`config.mk`:
```
export PLATFORM = sky130hd
export DESIGN_NAME = led_display_frame_reader
export DESIGN_NICKNAME = d
export VERILOG_FILES = /design/src/rtl/led_display_frame_reader.sv
export SDC_FILE = /design/constraint.sdc
export NUM_CORES = 2
export LEC_CHECK = 0
export CORE_UTILIZATION = 58
export CTS_CLUSTER_DIAMETER = 80
export DETAILED_ROUTE_END_ITERATION = 10
export GPL_TIMING_DRIVEN = 0
export PLACE_DENSITY = 0.84
export SETUP_SLACK_MARGIN = 0.5
export SYNTH_ARGS = -nofsm -noshare
export SYNTH_HDL_FRONTEND = slang
export SYNTH_SLANG_ARGS = --single-unit
export TNS_END_PERCENT = 10
```
`constraint.sdc`:
```
create_clock -name clk_in -period 3.9 [get_ports clk_in]
set_input_delay 0.78 -clock clk_in [delete_from_list [all_inputs] [get_ports clk_in]]
set_output_delay 0.78 -clock clk_in [all_outputs]
set_load 0.01 [all_outputs]
```
`src/rtl/led_display_frame_reader.sv`:
```
// Row source for the LED panel PHY: scans a double-banked frame RAM column by column,
// assembles one top/bottom row pair and presents it on a valid/ready handshake.
package led_display_pkg;
    localparam int LED_COLS = 64;

    typedef struct packed {
        logic [LED_COLS-1:0] b;
        logic [LED_COLS-1:0] g;
        logic [LED_COLS-1:0] r;
    } rgb_vec_t;

    typedef struct packed {
        rgb_vec_t bot;
        rgb_vec_t top;
    } rgb_row_t;
endpackage

module led_display_frame_reader
    import led_display_pkg::*;
#(
    parameter int NUM_COLS     = LED_COLS,
    parameter int NUM_ROW_ADDR = 16
) (
    input  logic                                                 clk_in,
    input  logic                                                 reset_in,
    input  logic                                                 enable_in,
    input  logic                                                 bank_sel_in,
    output logic [$clog2(NUM_ROW_ADDR)+$clog2(NUM_COLS):0]       mem_addr_out,
    output logic                                                 mem_rd_en_out,
    input  logic [5:0]                                           mem_data_in,
    output rgb_row_t                                             row_out,
    output logic                                                 row_valid_out,
    input  logic                                                 row_ready_in,
    output logic [$clog2(NUM_ROW_ADDR)-1:0]                      row_address_out,
    output logic                                                 frame_done_out
);
    localparam int CW = $clog2(NUM_COLS);
    localparam int RW = $clog2(NUM_ROW_ADDR);

    typedef enum logic [1:0] {IDLE, FILL, LAST, HOLD} state_t;

    state_t          state_q;
    logic            bank_q;
    logic [RW-1:0]   fill_row_q;
    logic [CW-1:0]   col_q;
    logic            rd_en_q;
    logic            cap_en_q;
    logic [CW-1:0]   cap_col_q;
    rgb_row_t        fill_q;
    rgb_row_t        row_q;
    logic            row_valid_q;
    logic [RW-1:0]   row_addr_q;
    logic            frame_done_q;

    logic [RW-1:0]   next_row;
    logic            slot_free;

    assign next_row  = (fill_row_q == RW'(NUM_ROW_ADDR-1)) ? '0 : fill_row_q + 1'b1;
    assign slot_free = !row_valid_q || row_ready_in;

    // NOTE: one clocked block with non-blocking assignments; every read below sees the
    // pre-edge value, so later assignments in the block simply take priority.
    always_ff @(posedge clk_in) begin
        if (reset_in) begin
            state_q      <= IDLE;
            bank_q       <= 1'b0;
            fill_row_q   <= '0;
            col_q        <= '0;
            rd_en_q      <= 1'b0;
            cap_en_q     <= 1'b0;
            cap_col_q    <= '0;
            // NOTE: the row buffers are cleared too, so a row half-built before reset can never leak out.
            fill_q       <= '0;
            row_q        <= '0;
            row_valid_q  <= 1'b0;
            row_addr_q   <= '0;
            frame_done_q <= 1'b0;
        end else begin
            frame_done_q <= row_valid_q && row_ready_in && (row_addr_q == RW'(NUM_ROW_ADDR-1));
            if (row_valid_q && row_ready_in)
                row_valid_q <= 1'b0;

            // RAM answers one cycle after the strobe, so capture trails issue by one cycle.
            cap_en_q  <= rd_en_q;
            cap_col_q <= col_q;
            if (cap_en_q) begin
                fill_q.top.r[cap_col_q] <= mem_data_in[0];
                fill_q.top.g[cap_col_q] <= mem_data_in[1];
                fill_q.top.b[cap_col_q] <= mem_data_in[2];
                fill_q.bot.r[cap_col_q] <= mem_data_in[3];
                fill_q.bot.g[cap_col_q] <= mem_data_in[4];
                fill_q.bot.b[cap_col_q] <= mem_data_in[5];
            end

            case (state_q)
                IDLE: begin
                    rd_en_q <= 1'b0;
                    if (enable_in) begin
                        state_q <= FILL;
                        rd_en_q <= 1'b1;
                        col_q   <= '0;
                        if (fill_row_q == '0)
                            bank_q <= bank_sel_in;
                    end
                end
                FILL: begin
                    if (col_q == CW'(NUM_COLS-1)) begin
                        rd_en_q <= 1'b0;
                        state_q <= LAST;
                    end else begin
                        col_q <= col_q + 1'b1;
                    end
                end
                LAST: state_q <= HOLD;
                HOLD: begin
                    if (slot_free) begin
                        row_q       <= fill_q;
                        row_addr_q  <= fill_row_q;
                        row_valid_q <= 1'b1;
                        fill_row_q  <= next_row;
                        if (enable_in) begin
                            state_q <= FILL;
                            rd_en_q <= 1'b1;
                            col_q   <= '0;
                            // Bank only switches at a frame boundary to avoid tearing.
                            if (next_row == '0)
                                bank_q <= bank_sel_in;
                        end else begin
                            state_q <= IDLE;
                        end
                    end
                end
                default: state_q <= IDLE;
            endcase
        end
    end

    assign mem_addr_out    = {bank_q, fill_row_q, col_q};
    assign mem_rd_en_out   = rd_en_q;
    assign row_out         = row_q;
    assign row_valid_out   = row_valid_q;
    assign row_address_out = row_addr_q;
    assign frame_done_out  = frame_done_q;
endmodule

```
==> parameters.txt <==
Parameter                              Value

Floorplan
  Placement row count ... 80
  Die Ht ... about 220 um
  Core area ... between 40000 and 50000 um^2
  Die extent in x ... roughly 220 um
  I/O pin cnt ... 413
  Die area ... 49800 um^2
  Starting density of the core ... 0.591

Power
  Proportion of total power due to net switching ... 0.247
  Clock share of power ... 0.448
  Leakage power ... ~12 nW
  Total power divided by cell area ... approximately 480 nW/um^2
  Net Sw Power ... ~0.0042 W
  Internal ... 0.0129 W
  Combinational share of power ... 0.074
  Share of power burned in registers ... 0.478
  Largest vdd supply drop ... between 0.2 and 0.3 mV

Critical path
  Critical path data arrival time ... roughly 4.1 ns
  Critical register-to-register path endpoint ... row_out[161]
  Kind of start point of the critical path ... input pin
  Crit path kind ... input pin to flip-flop
  Crit-path max cell delay ... between 1 and 1.5 ns
  Critical path destination ... row_out[161]
  Beginning of the critical path ... row_ready_in
  Worst R2R Path Depth ... 8
  Most prevalent standard cell on the critical path ... sky130_fd_sc_hd__clkbuf_1
  Worst path cell trace ... clkdlybuf4s50_1 -> nand2b_1 -> and2_1 -> buf_2 -> clkbuf_1 -> clkbuf_1 -> nand2_1 -> a21oi_1
  CP max-delay cell ... sky130_fd_sc_hd__clkbuf_1
  Critical Path End Type ... flip-flop
  Worst setup slack for register-to-register paths ... approximately 0.41 ns
  Startpoint of the worst register-to-register path ... state_q[0]
  Max Fanout on Critical Path ... 10
  Data required time at the worst endpoint ... between 4 and 5 ns

Synthesis
  Post-synthesis net count ... between 3000 and 4000
  FF+latch count, synth ... approximately 800
  Fraction of synthesized cell area in xor and xnor cells ... 0.000309
  Area share of the largest cell type after synthesis ... 0.561
  Share of synthesized area occupied by flip-flops and latches ... 0.561
  Number of enable-type register cells in the synthesized netlist ... 0
  Unique cell type count in the Yosys netlist ... 46
  Synth top area cells ... sky130_fd_sc_hd__dfxtp_1, sky130_fd_sc_hd__nand2_1, sky130_fd_sc_hd__a21oi_1
  Compound-Gate Fraction of Synth Area ... 0.114
  Total number of yosys warnings ... 0
  Gate Count Post-Synth ... between 3000 and 4000
  Share of synthesized cell area in full adder, half adder and majority cells ... 0.00309
  Largest family of logic cells by synthesized area ... simple AND/OR/NAND/NOR gates
  Post-synth ARST share ... 0
  Dominant register cell in the synthesized netlist ... sky130_fd_sc_hd__dfxtp_1
  Share of synthesized cell area in and, or, nand and nor gates ... 0.215
  Post-Synthesis Mean Instance Area ... ~8.4 um^2
  Multiplexer area fraction after synthesis ... 0.0681
  Synth Cell Area ... 28400 um^2
  Library cell with the largest summed area after synthesis ... sky130_fd_sc_hd__dfxtp_1

Global route
  Global-route wire length before repair ... ~150000 um
  Overflow left after global routing ... 0
  Number of antenna violations at the first check in global routing ... 3
  Via count of the first global-routing pass ... approximately 26000
  Largest net degree at the start of global routing ... 15
  Global-route usage over all layers ... 0.405

STA
  Worst Clk Skew ... ~0.032 ns
  Max-slew violation total from the final report ... 0
  Final Cycle Share ... 0.906
  Setup tns final ... 0 ns
  Max-Slew Margin vs Limit ... 0.0644
  Transition time at the pin with the least slew margin ... about 1.4 ns
  Unrepaired setup endpoints after global routing ... yes
  Final critical delay including setup and external delays ... approximately 3.5 ns
  Highest clock frequency the design can meet ... 0.283 GHz
  Count of final hold-check violations ... 0
  Final setup violation count ... 0

Routing
  First-pass detailed-route iteration total ... 8
  Violation count after the first detailed-routing iteration ... 3846
  Final ANT Viol Nets ... 0
  # DRC ... 0
  Avg WL per Cell ... approximately 23 um
  WL final ... 104000 um
  Via count normalized by instance count ... between 6 and 7
  Total number of vias ... 27300

Job
  Max-capacitance violation count ... 0

Place
  # placed instances ... 4411
  Routability cong. ... around 0.95
  Detail Placement HPWL ... between 70000 and 80000 um
  Placed cell area ... between 30000 and 40000 um^2
  Number of input and output port buffers inserted ... ~400

Layout
  Proportion of layout cells with a drive suffix above 1 ... 0.0453
  Final non-filler cell area ... 35800 um^2
  Area added between synthesis and finish ... 26.1%
  Final net count ... between 3000 and 4000
  Post-layout instance count excluding filler cells ... 4548

Clock network
  Later-pin clock latency in the skew report ... between 0.6 and 0.7 ns
  Master cell of the clock root buffer ... sky130_fd_sc_hd__clkbuf_16
  H-tree Lvls ... 3
  Register clock-pin slew on the reported worst setup and hold paths ... around 0.060 ns
  Total number of clock tree sinks ... around 800
  Clock buffer count from CTS ... 77
  Clock tree from TritonCTS ... yes
  Clock Path Buffers ... 3

Worst hold path
  Type of the worst min-delay path ... flip-flop to flip-flop

Outcome
  Result of the run ... completed
-- power groups by stage --
stage | Clock (W) | Combinational [W] | Sequential [W]
2_1_floorplan | 0 | 0.000717 | 0.00837
3_3_place_gp | 0 | 0.00119 | 0.00837
3_5_place_dp | 0 | 0.00121 | 0.00837
4_1_cts | 0.00764 | 0.00121 | 0.00819
5_1_grt | 0.00800 | 0.00132 | 0.00819
6_report | 0.00768 | 0.00127 | 0.00819
-- synth_stat cells, types with 3 or more instances --
cell type,instances
sky130_fd_sc_hd__clkbuf_1,244
sky130_fd_sc_hd__buf_1,15
sky130_fd_sc_hd__nand2b_1,7
sky130_fd_sc_hd__mux2i_1,192
sky130_fd_sc_hd__nor3b_2,3
sky130_fd_sc_hd__nand4b_1,6
sky130_fd_sc_hd__nor2b_1,8
sky130_fd_sc_hd__nand4_1,3
sky130_fd_sc_hd__nand2_1,1016
sky130_fd_sc_hd__nand3_1,178
sky130_fd_sc_hd__nor2_2,20
sky130_fd_sc_hd__nor4bb_1,3
sky130_fd_sc_hd__inv_1,7
sky130_fd_sc_hd__a211oi_1,3
sky130_fd_sc_hd__or3b_2,3
sky130_fd_sc_hd__o21ai_0,34
sky130_fd_sc_hd__nand3b_1,4
sky130_fd_sc_hd__dfxtp_1,795
sky130_fd_sc_hd__a21oi_1,593
sky130_fd_sc_hd__buf_2,14
sky130_fd_sc_hd__a21boi_0,3
sky130_fd_sc_hd__buf_4,3
sky130_fd_sc_hd__ha_1,7
sky130_fd_sc_hd__and3b_1,3
sky130_fd_sc_hd__nor2_1,201
-- worst min path at each step --
stage                            from            to  depth (start not counted)
after floorplan            fill_q[11]   row_out[11]                          2
after global routing      fill_q[381]  row_out[381]                          2
after detailed placement  fill_q[271]  row_out[271]                          2
final                      fill_q[14]   row_out[14]                          2
after CTS                 fill_q[270]  row_out[270]                          2
after global placement    fill_q[267]  row_out[267]                          2
-- per-stage QoR --
stage	hold WS [ns]	power, W	utilization	setup slack, ns
3_3_place_gp	0.436	0.00956	0.691	-0.249
5_1_grt	0.455	0.0175	0.745	0.475
3_5_place_dp	0.441	0.00958	0.691	-0.307
2_1_floorplan	0.428	0.00908	-	1.74
4_1_cts	0.438	0.0170	0.745	0.553
6_report	0.438	0.0171	0.745	0.367
-- state kept, by name, summed over array words and instances (netlist names) --
register / flops
bank_q: 1
cap_col_q: 6
cap_en_q: 1
col_q: 6
fill_q: 384
fill_row_q: 4
frame_done_out: 1
mem_rd_en_out: 1
row_address_out: 4
row_out: 384
row_valid_out: 1
state_q: 2
-- per-layer routing --
layer,track usage,vias up,share of wire
li1,-,12100,-
met1,0.505,12800,0.36
met2,0.614,1952,0.43
met3,0.111,450,0.13
met4,0.276,2,0.073
met5,0,-,0.00012
-- cell families after synthesis --
| group | count (synthesis) |
|---|---|
| adders and majority gates | 7 |
| and+or+nand+nor | 1473 |
| muxes | 193 |
| buffers and inverters | 283 |
| AOI/OAI and AO/OA | 640 |
| DFF | 795 |
| xor gates and xnor gates | 1 |
-- timing repair --
item / 4_1_cts / 5_1_grt
buffers inserted: 0 / 0
gates resized for setup: 1 / 6
hold buffers: 0 / 0
endpoints found under the setup margin: 100 / 13
-- final cells by class --
cell class	instances	area (um^2)
plain buffers	276	1070
clock buffers	115	2330
multi-input cells	2314	11400
fillers	3518	12200
diodes	1	2.50
flip-flops and latches	795	15900
repair buffers	404	4040
well taps	615	769
clock inverters	21	262
inverters	7	26.3
-- critical path, delay by kind of cell --
kind,cells,cell delay [ns]
buffers and inverters,4,2.53
and+or+nand+nor,3,0.60
AOI/OAI and AO/OA,1,0.16
-- cell usage in the layout, fill, tap and decap left out, drive strengths merged, types with 2 or more instances in the layout --
cell type	instances
nand2	1016
dfxtp	795
inv	8
a21oi	593
nand4b	8
nand3b	4
clkdlybuf4s50	404
nor3b	4
a21boi	3
buf	32
nor2b	8
or3b	3
nor4b	4
bufinv	6
ha	7
clkinv	13
and3b	3
a211oi	3
clkbuf	359
and3	2
nand2b	7
mux2i	192
nand4	5
o21ai	34
nand3	179
nor4bb	3
a31oi	2
nor2	221
No activity file was read; power rests on OpenSTA's default activity.
